File: config.mk
export PLATFORM = sky130hd
export DESIGN_NAME = axismcast
export DESIGN_NICKNAME = d
export VERILOG_FILES = /design/src/rtl/axismcast_pkg.sv /design/src/rtl/axismcast_port.sv /design/src/rtl/axismcast_skid.sv /design/src/rtl/axismcast.sv
export SDC_FILE = /design/constraint.sdc
export NUM_CORES = 1
export LEC_CHECK = 0
export ABC_AREA = 0
export BUFFER_PORTS_ARGS = -buffer_cell sky130_fd_sc_hd__buf_2
export CAP_MARGIN = 20
export CORE_MARGIN = 2
export CORE_UTILIZATION = 60
export CTS_BUF_LIST = sky130_fd_sc_hd__clkbuf_16
export DETAILED_ROUTE_END_ITERATION = 16
export PLACE_DENSITY = 0.84
export SLEW_MARGIN = 20
export SYNTH_ARGS = -nofsm -noshare
export SYNTH_HDL_FRONTEND = slang
export SYNTH_SLANG_ARGS = --single-unit
File: constraint.sdc
create_clock -name S_AXI_ACLK -period 10.1 [get_ports S_AXI_ACLK]
set_clock_uncertainty 0.05 [all_clocks]
set_input_delay 2.02 -clock S_AXI_ACLK [delete_from_list [all_inputs] [get_ports S_AXI_ACLK]]
set_output_delay 2.02 -clock S_AXI_ACLK [all_outputs]
set_load 0.01 [all_outputs]
File: src/rtl/axismcast_pkg.sv
// Shared types for the AXI-Stream multicast block.
// port_state_t is the per-port packet tracker, visible on dbg_state.
package axismcast_pkg;

  typedef enum logic [1:0] {
    PS_IDLE   = 2'd0,
    PS_ACTIVE = 2'd1,
    PS_SKIP   = 2'd2,
    PS_DROP   = 2'd3
  } port_state_t;

endpackage

File: src/rtl/axismcast_port.sv
// One multicast output port: packet FIFO with speculative/committed write pointers,
// first-word fall-through read side and a packet state tracker.
module axismcast_port
  import axismcast_pkg::*;
#(
  parameter int DW       = 16,
  parameter int LGFIFO   = 4,
  parameter bit OPT_DROP = 1'b0
) (
  input  logic          clk,
  input  logic          rst_n,
  input  logic          wr_fire,
  input  logic          wr_sel,
  input  logic          wr_last,
  input  logic [DW-1:0] wr_data,
  output logic          space,
  output logic          m_valid,
  input  logic          m_ready,
  output logic [DW-1:0] m_data,
  output logic          m_last,
  output logic          o_drop,
  output logic [1:0]    state_dbg
);

  localparam int FW    = LGFIFO + 1;
  localparam int DEPTH = 1 << LGFIFO;

  logic [DW:0]   mem [DEPTH];
  logic [FW-1:0] wr_ptr, cmt_ptr, rd_ptr, vis_ptr;
  port_state_t   state;
  logic          full, wr_try, wr_en, overflow, rd_fire;

  // Full counts uncommitted beats too, so an oversize packet always overflows
  assign full     = (wr_ptr - rd_ptr) == FW'(DEPTH);
  assign space    = !full;
  assign vis_ptr  = OPT_DROP ? cmt_ptr : wr_ptr;
  assign m_valid  = rd_ptr != vis_ptr;
  assign {m_last, m_data} = mem[rd_ptr[LGFIFO-1:0]];
  assign rd_fire  = m_valid && m_ready;

  assign wr_try   = wr_fire && wr_sel && (state != PS_DROP);
  assign overflow = wr_try && full && OPT_DROP;
  assign wr_en    = wr_try && !full;
  assign state_dbg = state;

  always_ff @(posedge clk or negedge rst_n) begin
    if (!rst_n) begin
      wr_ptr  <= '0;
      cmt_ptr <= '0;
      rd_ptr  <= '0;
      o_drop  <= 1'b0;
      state   <= PS_IDLE;
    end else begin
      o_drop <= overflow;
      if (rd_fire)
        rd_ptr <= rd_ptr + FW'(1);
      if (overflow) begin
        wr_ptr <= cmt_ptr;
      end else if (wr_en) begin
        wr_ptr <= wr_ptr + FW'(1);
        if (wr_last)
          cmt_ptr <= wr_ptr + FW'(1);
      end
      if (wr_fire) begin
        if (wr_last)
          state <= PS_IDLE;
        else if (overflow)
          state <= PS_DROP;
        else if (state == PS_IDLE)
          state <= wr_sel ? PS_ACTIVE : PS_SKIP;
      end
    end
  end

  always_ff @(posedge clk) begin
    if (wr_en)
      mem[wr_ptr[LGFIFO-1:0]] <= {wr_last, wr_data};
  end

endmodule

File: src/rtl/axismcast_skid.sv
// Input skid buffer.
// Beats pass through combinationally while empty; one beat is held when downstream stalls.
module axismcast_skid #(
  parameter int W = 8
) (
  input  logic         clk,
  input  logic         rst_n,
  input  logic         s_valid,
  output logic         s_ready,
  input  logic [W-1:0] s_data,
  output logic         m_valid,
  input  logic         m_ready,
  output logic [W-1:0] m_data
);

  logic         full;
  logic [W-1:0] skid_data;

  assign m_valid = full || (s_valid && s_ready);
  assign m_data  = full ? skid_data : s_data;

  // s_ready is held low through reset and rises on the first clock after release
  always_ff @(posedge clk or negedge rst_n) begin
    if (!rst_n) begin
      full    <= 1'b0;
      s_ready <= 1'b0;
    end else if (full) begin
      if (m_ready) begin
        full    <= 1'b0;
        s_ready <= 1'b1;
      end
    end else if (s_valid && s_ready && !m_ready) begin
      full    <= 1'b1;
      s_ready <= 1'b0;
    end else begin
      s_ready <= 1'b1;
    end
  end

  always_ff @(posedge clk) begin
    if (!full && s_valid && s_ready && !m_ready)
      skid_data <= s_data;
  end

endmodule

File: src/rtl/axismcast.sv
// AXI-Stream multicast: one slave stream replicated to NM masters with a per-packet
// destination mask taken from the first beat. OPT_DROP picks stall vs per-port drop.
module axismcast
  import axismcast_pkg::*;
#(
  parameter int C_AXIS_DATA_WIDTH = 16,
  parameter int NM                = 4,
  parameter int LGFIFO            = 4,
  parameter bit OPT_DROP          = 1'b0
) (
  input  logic                           S_AXI_ACLK,
  input  logic                           S_AXI_ARESETN,
  input  logic                           S_AXIS_TVALID,
  output logic                           S_AXIS_TREADY,
  input  logic [C_AXIS_DATA_WIDTH-1:0]   S_AXIS_TDATA,
  input  logic                           S_AXIS_TLAST,
  input  logic [NM-1:0]                  S_AXIS_TDEST,
  output logic [NM-1:0]                  M_AXIS_TVALID,
  input  logic [NM-1:0]                  M_AXIS_TREADY,
  output logic [NM*C_AXIS_DATA_WIDTH-1:0] M_AXIS_TDATA,
  output logic [NM-1:0]                  M_AXIS_TLAST,
  output logic [NM-1:0]                  o_drop,
  output logic [2*NM-1:0]                dbg_state
);

  localparam int DW = C_AXIS_DATA_WIDTH;
  localparam int SW = NM + 1 + DW;

  // Every stream here transfers a beat exactly on a clock edge where valid && ready;
  // valid never waits on ready, and once raised data stays stable until the transfer.
  logic          beat_valid, beat_ready, beat_fire, beat_last;
  logic [DW-1:0] beat_data;
  logic [NM-1:0] beat_dest, eff_mask, cur_mask, port_space;
  logic          pkt_start;

  axismcast_skid #(.W(SW)) u_skid (
    .clk     (S_AXI_ACLK),
    .rst_n   (S_AXI_ARESETN),
    .s_valid (S_AXIS_TVALID),
    .s_ready (S_AXIS_TREADY),
    .s_data  ({S_AXIS_TDEST, S_AXIS_TLAST, S_AXIS_TDATA}),
    .m_valid (beat_valid),
    .m_ready (beat_ready),
    .m_data  ({beat_dest, beat_last, beat_data})
  );

  // Mid-packet TDEST is ignored: only the first beat's mask is used
  assign eff_mask   = pkt_start ? beat_dest : cur_mask;
  assign beat_ready = OPT_DROP ? 1'b1 : &(~eff_mask | port_space);
  assign beat_fire  = beat_valid && beat_ready;

  always_ff @(posedge S_AXI_ACLK or negedge S_AXI_ARESETN) begin
    if (!S_AXI_ARESETN) begin
      pkt_start <= 1'b1;
      cur_mask  <= '0;
    end else if (beat_fire) begin
      pkt_start <= beat_last;
      if (pkt_start)
        cur_mask <= beat_dest;
    end
  end

  for (genvar k = 0; k < NM; k++) begin : g_port
    axismcast_port #(
      .DW       (DW),
      .LGFIFO   (LGFIFO),
      .OPT_DROP (OPT_DROP)
    ) u_port (
      .clk       (S_AXI_ACLK),
      .rst_n     (S_AXI_ARESETN),
      .wr_fire   (beat_fire),
      .wr_sel    (eff_mask[k]),
      .wr_last   (beat_last),
      .wr_data   (beat_data),
      .space     (port_space[k]),
      .m_valid   (M_AXIS_TVALID[k]),
      .m_ready   (M_AXIS_TREADY[k]),
      .m_data    (M_AXIS_TDATA[k*DW +: DW]),
      .m_last    (M_AXIS_TLAST[k]),
      .o_drop    (o_drop[k]),
      .state_dbg (dbg_state[2*k +: 2])
    );
  end

endmodule

; Word-level counts from Yosys, hierarchy flattened
; Memory sizes are Yosys's and may differ from the RTL's.
; Cells that the tools add are included.
[totals]
reg_bits = 76
latch_bits = 0
ramBits = 1088
romBits = 0
inputBits = 28
output_inout_bits = 85
word_cells = 118
n_memories = 4
[op_classes]
addsub = 12
multipliers = 0
div = 0
n_lt_le_gt_ge = 0
eq_ne = 13
n_shift = 0
muxes = 28
bitwise_logic = 2
n_reduce_logical = 42
[memory_table]
columns = name, words, word_bits, rd, rd_ports_with_merged_regs, wr, line_no
row1 = g_port[0].u_port.mem, 16, 17, 1, 0, 1, axismcast_port.sv:28  ; logic [DW:0] mem [DEPTH];
row2 = g_port[1].u_port.mem, 16, 17, 1, 0, 1, axismcast_port.sv:28
row3 = g_port[2].u_port.mem, 16, 17, 1, 0, 1, axismcast_port.sv:28
row4 = g_port[3].u_port.mem, 16, 17, 1, 0, 1, axismcast_port.sv:28
[ops]
columns = op, count
row1 = "adder 5 x 1 -> 5 bit, second input constant", 8
row2 = two-way mux 2 bit, 12
row3 = logical AND 1 bit, 22
row4 = two-way mux 21 bit, 1
row5 = "equality test 5 bit, second input constant", 4
row6 = inequality test 5 bit, 4
row7 = subtractor 5 bit, 4
row8 = two-way mux 1 bit, 14
row9 = "inequality test 2 bit, second input constant", 5
row10 = zero test 2 bit, 4
row11 = AND reduction 2 bit, 4
row12 = nonzero test 2 bit, 4
row13 = zero test 1 bit, 6
row14 = two-way mux 4 bit, 1
row15 = NOT 4 bit, 1
row16 = bitwise OR 4 bit, 1
row17 = AND reduction 4 bit, 1
row18 = logical OR 1 bit, 1

; Depth between registers and ports, before layout
; Gate-level depths: netlist of the first run.
[depth]
depth_word = 11
mapped_depth = 13
depth_no_buf = 9

; By module
; Synthesis of the first run repeated with hierarchy kept, for this count alone.
[hier_totals]
hier_cells = 2352
hier_area_um2 = 46453.3
[by_module_without_submodules]
columns = module, instances, cells_each, area_each_um2, seq_area_each_um2
row1 = axismcast_port (g_port[1].u_port ...), 2, 572, 11282.1, 8468.1
row2 = axismcast_port (g_port[0].u_port), 1, 572, 11324.6, 8468.1
row3 = axismcast_port (g_port[3].u_port), 1, 561, 11193.2, 8468.1
row4 = axismcast_skid, 1, 52, 1078.5, 680.7
row5 = axismcast, 1, 23, 292.8, 126.4

; Least setup slack after synthesis of the first run
; Ideal clock, no wire load.
[synth_timing]
path_kind = input to register
start = input port S_AXIS_TDEST[0]
end = memory g_port[2].u_port.mem[7][0] (netlist name), enable pin
setup_ns = 0.435
arrival_ns = 4.702
path_slack_ns = 4.913
path_stages = 5
path_cell_list = mux2i_1 > a21oi_1 > a21oi_1 > nand3_1 > nor4_1
[synth_via]
elab_chain_len = 11
[synth_rtl]
columns = item, line_no
row1 = "start, declared", axismcast.sv:17  ; input logic [NM-1:0] S_AXIS_TDEST,
row2 = two-way mux 21 bit, axismcast_skid.sv:20  ; assign m_data = full ? skid_data : s_data;
row3 = two-way mux 4 bit, n/a
row4 = NOT 4 bit, axismcast.sv:49  ; assign beat_ready = OPT_DROP ? 1'b1 : &(~eff_mask | port_space);
row5 = bitwise OR 4 bit, axismcast.sv:49
row6 = AND reduction 4 bit, axismcast.sv:49
row7 = logical AND 1 bit, axismcast.sv:50  ; assign beat_fire = beat_valid && beat_ready;
row8 = logical AND 1 bit (2 in a row), axismcast_port.sv:41  ; assign wr_try = wr_fire && wr_sel && (state != PS_DROP);
row9 = logical AND 1 bit, axismcast_port.sv:43  ; assign wr_en = wr_try && !full;
row10 = two-way mux 1 bit, axismcast_port.sv:76  ; if (wr_en)
row11 = two-way mux 1 bit (not written as such), axismcast_port.sv:77  ; mem[wr_ptr[LGFIFO-1:0]] <= {wr_last, wr_data};
row12 = "end, declared", axismcast_port.sv:28
; Every way passes these cells.

; Worst setup path after layout of the first run
[layout_timing]
start = register g_port[1].u_port.rd_ptr[0]
end = output port M_AXIS_TDATA[21]
[layout_via]
elab_chain_len = 1
[layout_rtl]
columns = item, line_no
row1 = "start, declared", axismcast_port.sv:29  ; logic [FW-1:0] wr_ptr, cmt_ptr, rd_ptr, vis_ptr;
row2 = "start signal, assigned", axismcast_port.sv:56  ; rd_ptr <= rd_ptr + FW'(1);
row3 = memory (16 x 17 bit), n/a
row4 = "end, declared", axismcast.sv:20  ; output logic [NM*C_AXIS_DATA_WIDTH-1:0] M_AXIS_TDATA,
; Every way passes these cells.

==> reports/qor.log, run 1 <==
INFO  grt            met1_global_route_usage=36.4%
INFO  route          avgViaCountPerCell=6.73
INFO  synth          synth-seq-area-share=75.9%
INFO  synth          synthesis.instances=1990
INFO  clock_network  cts-root-buf=sky130_fd_sc_hd__clkbuf_16
INFO  grt            grt_pass1_vias=22800
INFO  critical_path  startpoint_types=flop
INFO  timing         rsz0062_at_grt=no
INFO  synth          number_of_synthesized_flops_with_an_enable_pin=1109
INFO  critical_path  ordered_list_of_cells_on_the_worst_path=buf_4, mux4_2, mux4_2, buf_2
INFO  timing         fin_ws=4.38ns
INFO  clock_network  cts.sink_count=1164
INFO  power_and_ir_drop switchingPower=4.60mW
INFO  cells_and_area area_delta_synth_final=11.9%
INFO  grt            gr-usage-met2=44.5%
INFO  timing         final-hold-violation-count=0
INFO  synth          avgSynthCellArea=22.9um2
INFO  clock_network  ctsHtreeMaxLevel=3
INFO  clock_network  number_of_buffers_between_clock_root_and_the_deepest_sink=3
INFO  route          dr_total_vias=21700
INFO  timing         worst_slew_pin_slew=1.19ns
INFO  critical_path  cp-end-kind=output pin
INFO  placed_design  finalWeightedCongestion=0.795
INFO  synth          synth_warnings=0
INFO  job            max_cap_violations=0
INFO  grt            grt_use_met3=5.18%
INFO  synth          synthMostInstantiatedCell=sky130_fd_sc_hd__edfxtp_1
INFO  clock_network  post_cts_resized=0
INFO  timing         timing.final.crit_share=56.6%
INFO  grt            maximum_number_of_pins_on_one_net_before_global_route_repair=72
INFO  timing         fmax=0.175GHz
INFO  timing         tns=0ns
INFO  timing         max-slew-margin-rel=20.3%
INFO  power_and_ir_drop p_seq_share=42.0%
INFO  power_and_ir_drop vdd_ir_drop_max=0.203mV
INFO  synth          dominantRegCellSynth=sky130_fd_sc_hd__edfxtp_1
INFO  power_and_ir_drop pwr_density_cell=293nW/um2
INFO  clock_network  cts-buffers-inserted=107
INFO  timing         hold-worst-slack=0.437ns
INFO  power_and_ir_drop total_power=15.0mW
INFO  die            die_w=280um
INFO  timing         finalWorstPathRequiredPeriod=5.72ns
INFO  die            rows=101
INFO  synth          async_flop_share=4.73%
INFO  grt            grt_antenna_before_repair=8
INFO  synth          share_of_yosys_cell_area_claimed_by_the_top_area_cell_type=72.9%
INFO  clock_network  hold_buffers=0
INFO  timing         report.final.slew_viol_count=0
INFO  clock_network  clk_pin_slew=0.06ns
INFO  critical_path  critPathArrivalTime=3.65ns
INFO  critical_path  critPathSlowestCell=sky130_fd_sc_hd__dfrtp_4
INFO  route          firstDrtPassIters=5
INFO  route          detail-route-antenna-nets=0
INFO  clock_network  postCtsSetupRepairBufs=0
INFO  critical_path  critical_path_class=reg2out
INFO  grt            grt_pass1_wl=151mm
INFO  placed_design  detailed_place_hpwl=54.7mm
INFO  placed_design  port_buffers=108
INFO  timing         setup-violations-final=0
INFO  grt            grt_overflow_total=0
INFO  cells_and_area drive_gt1_share=33.3%
INFO  cells_and_area finish.cell_count_without_fillers=3220
INFO  critical_path  crit_path_max_fanout=41
INFO  grt            global_route_total_usage_across_every_layer=26.8%
INFO  clock_network  clock_latency=0.67ns
INFO  synth          post_synth_most_frequent_cells=1109 x sky130_fd_sc_hd__edfxtp_1, 340 x sky130_fd_sc_hd__mux4_2, 54 x sky130_fd_sc_hd__dfrtp_1
INFO  power_and_ir_drop power.share.clock=28.1%
INFO  power_and_ir_drop power.switching_fraction=30.8%
INFO  hold_path      holdCritPathClass=reg2reg
INFO  die            initial_core_util=60.3%
INFO  critical_path  max_stage_delay=0.87ns
INFO  synth          synth-seq-cells=1164
INFO  route          routedWlPerCell=32.0um
INFO  placed_design  numPlacedInstances=3014
INFO  die            placeableCoreArea=75700um2
INFO  synth          ys_types=57
INFO  placed_design  detailedPlace.worstSlack=4.66ns
INFO  cells_and_area final_net_count=2210
INFO  die            top_level_ports=113
INFO  synth          synthTopCellsByArea=sky130_fd_sc_hd__edfxtp_1 73%, sky130_fd_sc_hd__mux4_2 17%, sky130_fd_sc_hd__dfrtp_1 3.0%
INFO  route          dr.first_iter.drc_count=2600
INFO  clock_network  tritoncts=done
INFO  outcome        run_status=finished clean
INFO  critical_path  critPathBufInv=2
INFO  grt            gr-max-usage-layer=met2
INFO  synth          netlist.top_cell.by_area=sky130_fd_sc_hd__edfxtp_1
INFO  power_and_ir_drop combinationalPowerShare=29.9%
INFO  critical_path  cp.required=8.03ns
INFO  synth          syn_area=45700um2
INFO  critical_path  worst_path_dominant_cell_family=multiplexers
INFO  route          drt_wl_total=103mm
INFO  power_and_ir_drop power.static_leakage=16.6nW
INFO  route          detail_route.drc_violations=0
INFO  die            dieHeight=280um
INFO  power_and_ir_drop internal-power=10.4mW
INFO  critical_path  critPathMostFrequentCell=sky130_fd_sc_hd__mux4_2
INFO  die            fp.dieArea=78300um2
-- path summary, 6_finish.rpt --
kind | start | to | slack, ns | depth (start not counted)
min reg2reg | g_port[3].u_port.vis_ptr[4] | g_port[3].u_port.vis_ptr[4] | 0.44 | 1
max in group asynchronous | S_AXI_ARESETN | g_port[3].u_port.rd_ptr[0] | 7.89 | 2
min in group asynchronous | S_AXI_ARESETN | g_port[1].u_port.rd_ptr[3] | 1.49 | 2
min | g_port[3].u_port.vis_ptr[4] | g_port[3].u_port.vis_ptr[4] | 0.44 | 1
max reg2reg | g_port[0].u_port.rd_ptr[2] | g_port[1].u_port.mem[1][13] | 5.07 | 10
max | g_port[1].u_port.rd_ptr[0] | M_AXIS_TDATA[21] | 4.38 | 4
-- worst reg2reg max path: stages, from the launching register on --
cell and delay (ns):
sky130_fd_sc_hd__dfrtp_1 0.44, sky130_fd_sc_hd__inv_2 0.55, sky130_fd_sc_hd__ha_1 0.43, sky130_fd_sc_hd__a21oi_1 0.19, sky130_fd_sc_hd__a21bo_1 0.24, sky130_fd_sc_hd__xnor2_1 0.13
sky130_fd_sc_hd__and4_4 0.17, sky130_fd_sc_hd__a21o_1 0.44, sky130_fd_sc_hd__buf_4 0.35, sky130_fd_sc_hd__nor3_2 0.63, sky130_fd_sc_hd__and3_1 1.02
-- routing by layer --
metal / vias to the layer above / wire length (um)
li1: 8699 / -
met1: 11600 / 38000
met2: 1171 / 52800
met3: 209 / 8560
met4: 8 / 3470
met5: - / 46
-- per-stage QoR --
step,instance area (um2),util [%]
global route,51100,67.5
global placement,47300,62.5
CTS,51000,67.4
detailed placement,47400,62.6
finish,51100,67.5
floorplan,45700,-
-- power groups by stage --
stage                     sequential [mW]  clock (mW)  combinational [mW]
after global routing                 6.33        4.41                4.74
after CTS                            6.28        4.25                4.49
after detailed placement             6.37           0                4.41
final                                6.29        4.21                4.47
after floorplan                      6.08           0                3.33
after global placement               6.32           0                4.26
-- final cells by class --
type	count	area (um2)
Tap cell	978	1220
Antenna cell	4	10.0
Clock inverter	92	931
Clock buffer	109	2730
Inverter	30	113
Sequential cell	1164	34700
Fill cell	4318	24600
Timing Repair Buffer	149	867
Multi-Input combinational cell	694	10500
-- logic make-up after synthesis --
family	synth area share [%]
compound gates	0.849
xor+xnor	0.860
fa+ha+maj	0.986
buf+inv	1.37
flops	75.9
mux	17.4
other cells	0.00821
simple gates	2.59
-- placed cells by master (no fill, tap or decap), drive strengths merged, types with 12 or more instances in the layout --
| master | netlist | routed |
|---|---|---|
| inv | 30 | 54 |
| bufinv | 0 | 18 |
| dfrtp | 54 | 54 |
| nor4 | 16 | 16 |
| nor2 | 24 | 24 |
| mux4 | 340 | 340 |
| buf | 55 | 149 |
| nand3 | 12 | 12 |
| ha | 36 | 36 |
| xnor2 | 23 | 23 |
| edfxtp | 1109 | 1109 |
| xor2 | 21 | 21 |
| mux2 | 21 | 21 |
| a21oi | 25 | 25 |
| clkbuf | 50 | 109 |
| clkinv | 0 | 40 |
| nor3 | 14 | 14 |
| nand4 | 17 | 17 |
| nand2 | 30 | 30 |
| and3 | 33 | 33 |
| nor2b | 12 | 12 |
-- flip-flops by register name, indices dropped and copies added, names as in the netlist --
name                     count
g_port.u_port.mem         1088
u_skid.skid_data            21
g_port.u_port.rd_ptr        20
g_port.u_port.vis_ptr       20
g_port.u_port.state_dbg      8
cur_mask                     4
pkt_start                    1
u_skid.full                  1
u_skid.s_ready               1
Note: power is estimated with default switching activity, not from simulation.
==> run 2, diff against run 1 <==
--- a/config.mk
+++ b/config.mk
@@ -9,10 +9,10 @@
 export BUFFER_PORTS_ARGS = -buffer_cell sky130_fd_sc_hd__buf_2
 export CAP_MARGIN = 20
 export CORE_MARGIN = 2
-export CORE_UTILIZATION = 60
+export CORE_UTILIZATION = 56
 export CTS_BUF_LIST = sky130_fd_sc_hd__clkbuf_16
 export DETAILED_ROUTE_END_ITERATION = 16
-export PLACE_DENSITY = 0.84
+export PLACE_DENSITY = 0.82
 export SLEW_MARGIN = 20
 export SYNTH_ARGS = -nofsm -noshare
 export SYNTH_HDL_FRONTEND = slang
==> constraint.sdc (replaced) <==
create_clock -name S_AXI_ACLK -period 4.9 [get_ports S_AXI_ACLK]
set_clock_uncertainty 0.05 [all_clocks]
set_input_delay 0.98 -clock S_AXI_ACLK [delete_from_list [all_inputs] [get_ports S_AXI_ACLK]]
set_output_delay 0.98 -clock S_AXI_ACLK [all_outputs]
set_load 0.01 [all_outputs]
==> reports/qor.log, run 2 (synthesis gave the netlist of run 1 again) <==
INFO  cells_and_area postLayoutCellArea=51500um2 [was 51100 um2]
INFO  die            placeableCoreArea=80700um2 [was 75700 um2]
INFO  critical_path  critical_path_class=reg2out [unchanged]
INFO  timing         setup-violations-final=0 [unchanged]
INFO  route          avgViaCountPerCell=6.49 [was 6.73]
INFO  route          dr.first_iter.drc_count=2683 [was 2600]
INFO  hold_path      holdCritPathClass=in2async [was reg2reg]
INFO  power_and_ir_drop pwr_density_cell=594nW/um2 [was 293 nW/um2]
INFO  placed_design  port_buffers=108 [unchanged]
INFO  outcome        run_status=finished clean [unchanged]
INFO  die            initial_core_util=56.6% [was 60.3%]
INFO  grt            grt_pass1_vias=22700 [was 22800]
INFO  clock_network  hold_buffers=0 [unchanged]
INFO  die            die_w=290um [was 280 um]
INFO  timing         worst_slew_pin_slew=1.08ns [was 1.19 ns]
INFO  grt            grt_antenna_before_repair=6 [was 8]
INFO  critical_path  critPathArrivalTime=3.34ns [was 3.65 ns]
INFO  route          detail_route.drc_violations=0 [unchanged]
INFO  cells_and_area final_net_count=2267 [was 2210]
INFO  timing         fmax=0.229GHz
INFO  cells_and_area drive_gt1_share=34.1% [was 33.3%]
INFO  clock_network  number_of_buffers_between_clock_root_and_the_deepest_sink=3 [unchanged]
INFO  timing         rsz0062_at_grt=no [unchanged]
INFO  route          firstDrtPassIters=8 [was 5]
INFO  timing         max-slew-margin-rel=28.2% [was 20.3%]
INFO  clock_network  clock_latency=0.68ns [was 0.67 ns]
INFO  route          drt_wl_total=103mm [about the same]
INFO  clock_network  postCtsSetupRepairBufs=0 [unchanged]
INFO  grt            grt_overflow_total=0 [unchanged]
INFO  job            max_cap_violations=0 [unchanged]
INFO  cells_and_area area_delta_synth_final=12.8% [was 11.9%]
INFO  clock_network  cts.sink_count=1164 [unchanged]
INFO  die            dieHeight=290um [was 280 um]
INFO  critical_path  cp-end-kind=output pin [unchanged]
INFO  critical_path  crit_path_max_fanout=29 [was 41]
INFO  cells_and_area most-common-layout-cells=1109 x sky130_fd_sc_hd__edfxtp_1, 340 x sky130_fd_sc_hd__mux4_2, 108 x sky130_fd_sc_hd__buf_2, 107 x sky130_fd_sc_hd__clkbuf_16, 93 x sky130_fd_sc_hd__buf_4 [was 1109 x sky130_fd_sc_hd__edfxtp_1, 340 x sky130_fd_sc_hd__mux4_2, 109 x sky130_fd_sc_hd__clkbuf_16, 108 x sky130_fd_sc_hd__buf_2, 44 x sky130_fd_sc_hd__inv_1]
INFO  critical_path  startpoint_types=flop [unchanged]
INFO  cells_and_area largest_register_ff_count=1088 [unchanged]
INFO  clock_network  cts-root-buf=sky130_fd_sc_hd__clkbuf_16 [unchanged]
INFO  placed_design  detailed_place_hpwl=55.2mm [was 54.7 mm]
INFO  timing         final-hold-violation-count=0 [unchanged]
INFO  grt            maximum_number_of_pins_on_one_net_before_global_route_repair=72 [unchanged]
INFO  clock_network  tritoncts=done [unchanged]
INFO  route          routedWlPerCell=30.8um [was 32.0 um]
INFO  clock_network  ctsHtreeMaxLevel=3 [unchanged]
INFO  grt            global_route_total_usage_across_every_layer=25.3% [was 26.8%]
INFO  timing         tns=0ns [unchanged]
INFO  placed_design  finalWeightedCongestion=0.843 [was 0.795]
INFO  clock_network  clk_pin_slew=0.07ns [was 0.06 ns]
INFO  clock_network  post_cts_resized=0 [unchanged]
INFO  cells_and_area most_frequent_standard_cell_in_the_layout_excluding_fill_and_tap_cells=sky130_fd_sc_hd__edfxtp_1 [unchanged]
INFO  die            fp.dieArea=83800um2 [was 78300 um2]
INFO  timing         finalWorstPathRequiredPeriod=4.37ns
INFO  route          detail-route-antenna-nets=0 [unchanged]
INFO  clock_network  cts-buffers-inserted=107 [unchanged]
INFO  die            top_level_ports=113 [unchanged]
INFO  timing         timing.final.crit_share=89.3%
INFO  power_and_ir_drop power.static_leakage=16.9nW [was 16.6 nW]
INFO  power_and_ir_drop vdd_ir_drop_max=0.433mV [was 0.203 mV]
INFO  placed_design  place_area=48000um2 [was 47400 um2]
INFO  critical_path  cp.required=3.87ns [was 8.03 ns]
INFO  grt            grt_pass1_wl=152mm [was 151 mm]
INFO  route          dr_total_vias=21800 [was 21700]
INFO  timing         report.final.slew_viol_count=0 [unchanged]
INFO  die            rows=104 [was 101]
-- run 2: cell types whose count changed in the layout (fill, tap and decap cells not counted), moves of 5 or more --
| cell | change |
|---|---|
| sky130_fd_sc_hd__and3_2 | -5 |
| sky130_fd_sc_hd__bufinv_16 | -5 |
| sky130_fd_sc_hd__buf_4 | +56 |
| sky130_fd_sc_hd__and3_1 | +5 |
| sky130_fd_sc_hd__nor2_2 | +5 |
| sky130_fd_sc_hd__clkinv_1 | +8 |
-- run 2: metal layers --
| metal | track usage, % | vias to the layer above | wire length (um) |
|---|---|---|---|
| li1 | - | 8820 | - |
| met1 | 34.3 | 11600 | 38200 |
| met2 | 42.6 | 1185 | 53000 |
| met3 | 4.58 | 187 | 9260 |
| met4 | 7.76 | 4 | 2910 |
| met5 | 0 | - | 23 |
-- run 2: report_power, final --
part           switching [mW]  internal [mW]  leakage, nW
logic                    5.25           4.39         4.45
clock network            3.64           4.68         1.80
registers               0.561           12.1         10.6
total                    9.45           21.1         16.9
-- run 2: path summary, 6_finish.rpt --
kind	startpoint	to	slack [ns]	depth (start not counted)
max	g_port[0].u_port.rd_ptr[0]	M_AXIS_TDATA[4]	0.53	4
min	S_AXI_ARESETN	g_port[0].u_port.rd_ptr[3]	0.11	1
max reg2reg	g_port[0].u_port.rd_ptr[0]	g_port[1].u_port.mem[13][10]	0.83	9
min reg2reg	g_port[3].u_port.vis_ptr[4]	g_port[3].u_port.vis_ptr[4]	0.44	1
max in group asynchronous	S_AXI_ARESETN	g_port[3].u_port.rd_ptr[0]	3.72	2
min in group S_AXI_ACLK	g_port[3].u_port.vis_ptr[4]	g_port[3].u_port.vis_ptr[4]	0.44	1
-- run 2: final cells by class --
class / count / area [um2]
Tap cell: 1060 / 1330
Inverter: 30 / 113
Clock buffer: 107 / 2680
Multi-Input combinational cell: 694 / 10500
Timing Repair Buffer: 206 / 1350
Clock inverter: 95 / 836
Sequential cell: 1164 / 34700
Fill cell: 5055 / 29100
Antenna cell: 3 / 7.51
-- run 2: worst max-delay path: stages (launching register included) --
cell and delay [ns]:
sky130_fd_sc_hd__dfrtp_4 0.77, sky130_fd_sc_hd__buf_4 0.58, sky130_fd_sc_hd__mux4_2 0.57, sky130_fd_sc_hd__mux4_2 0.55, sky130_fd_sc_hd__buf_2 0.18
-- run 2: metrics by stage --
step	instances	worst slack, ns	power [mW]	hold slack, ns	utilization (%)
3_5_place_dp	3154	0.919	22.4	0.427	59.5
6_report	3359	0.526	30.6	0.107	63.9
2_1_floorplan	1993	0.0716	19.4	0.401	-
5_1_grt	3358	0.333	31.8	0.108	63.9
3_3_place_gp	3151	1.06	22.1	0.414	59.4
4_1_cts	3356	0.444	30.8	0.0785	63.8
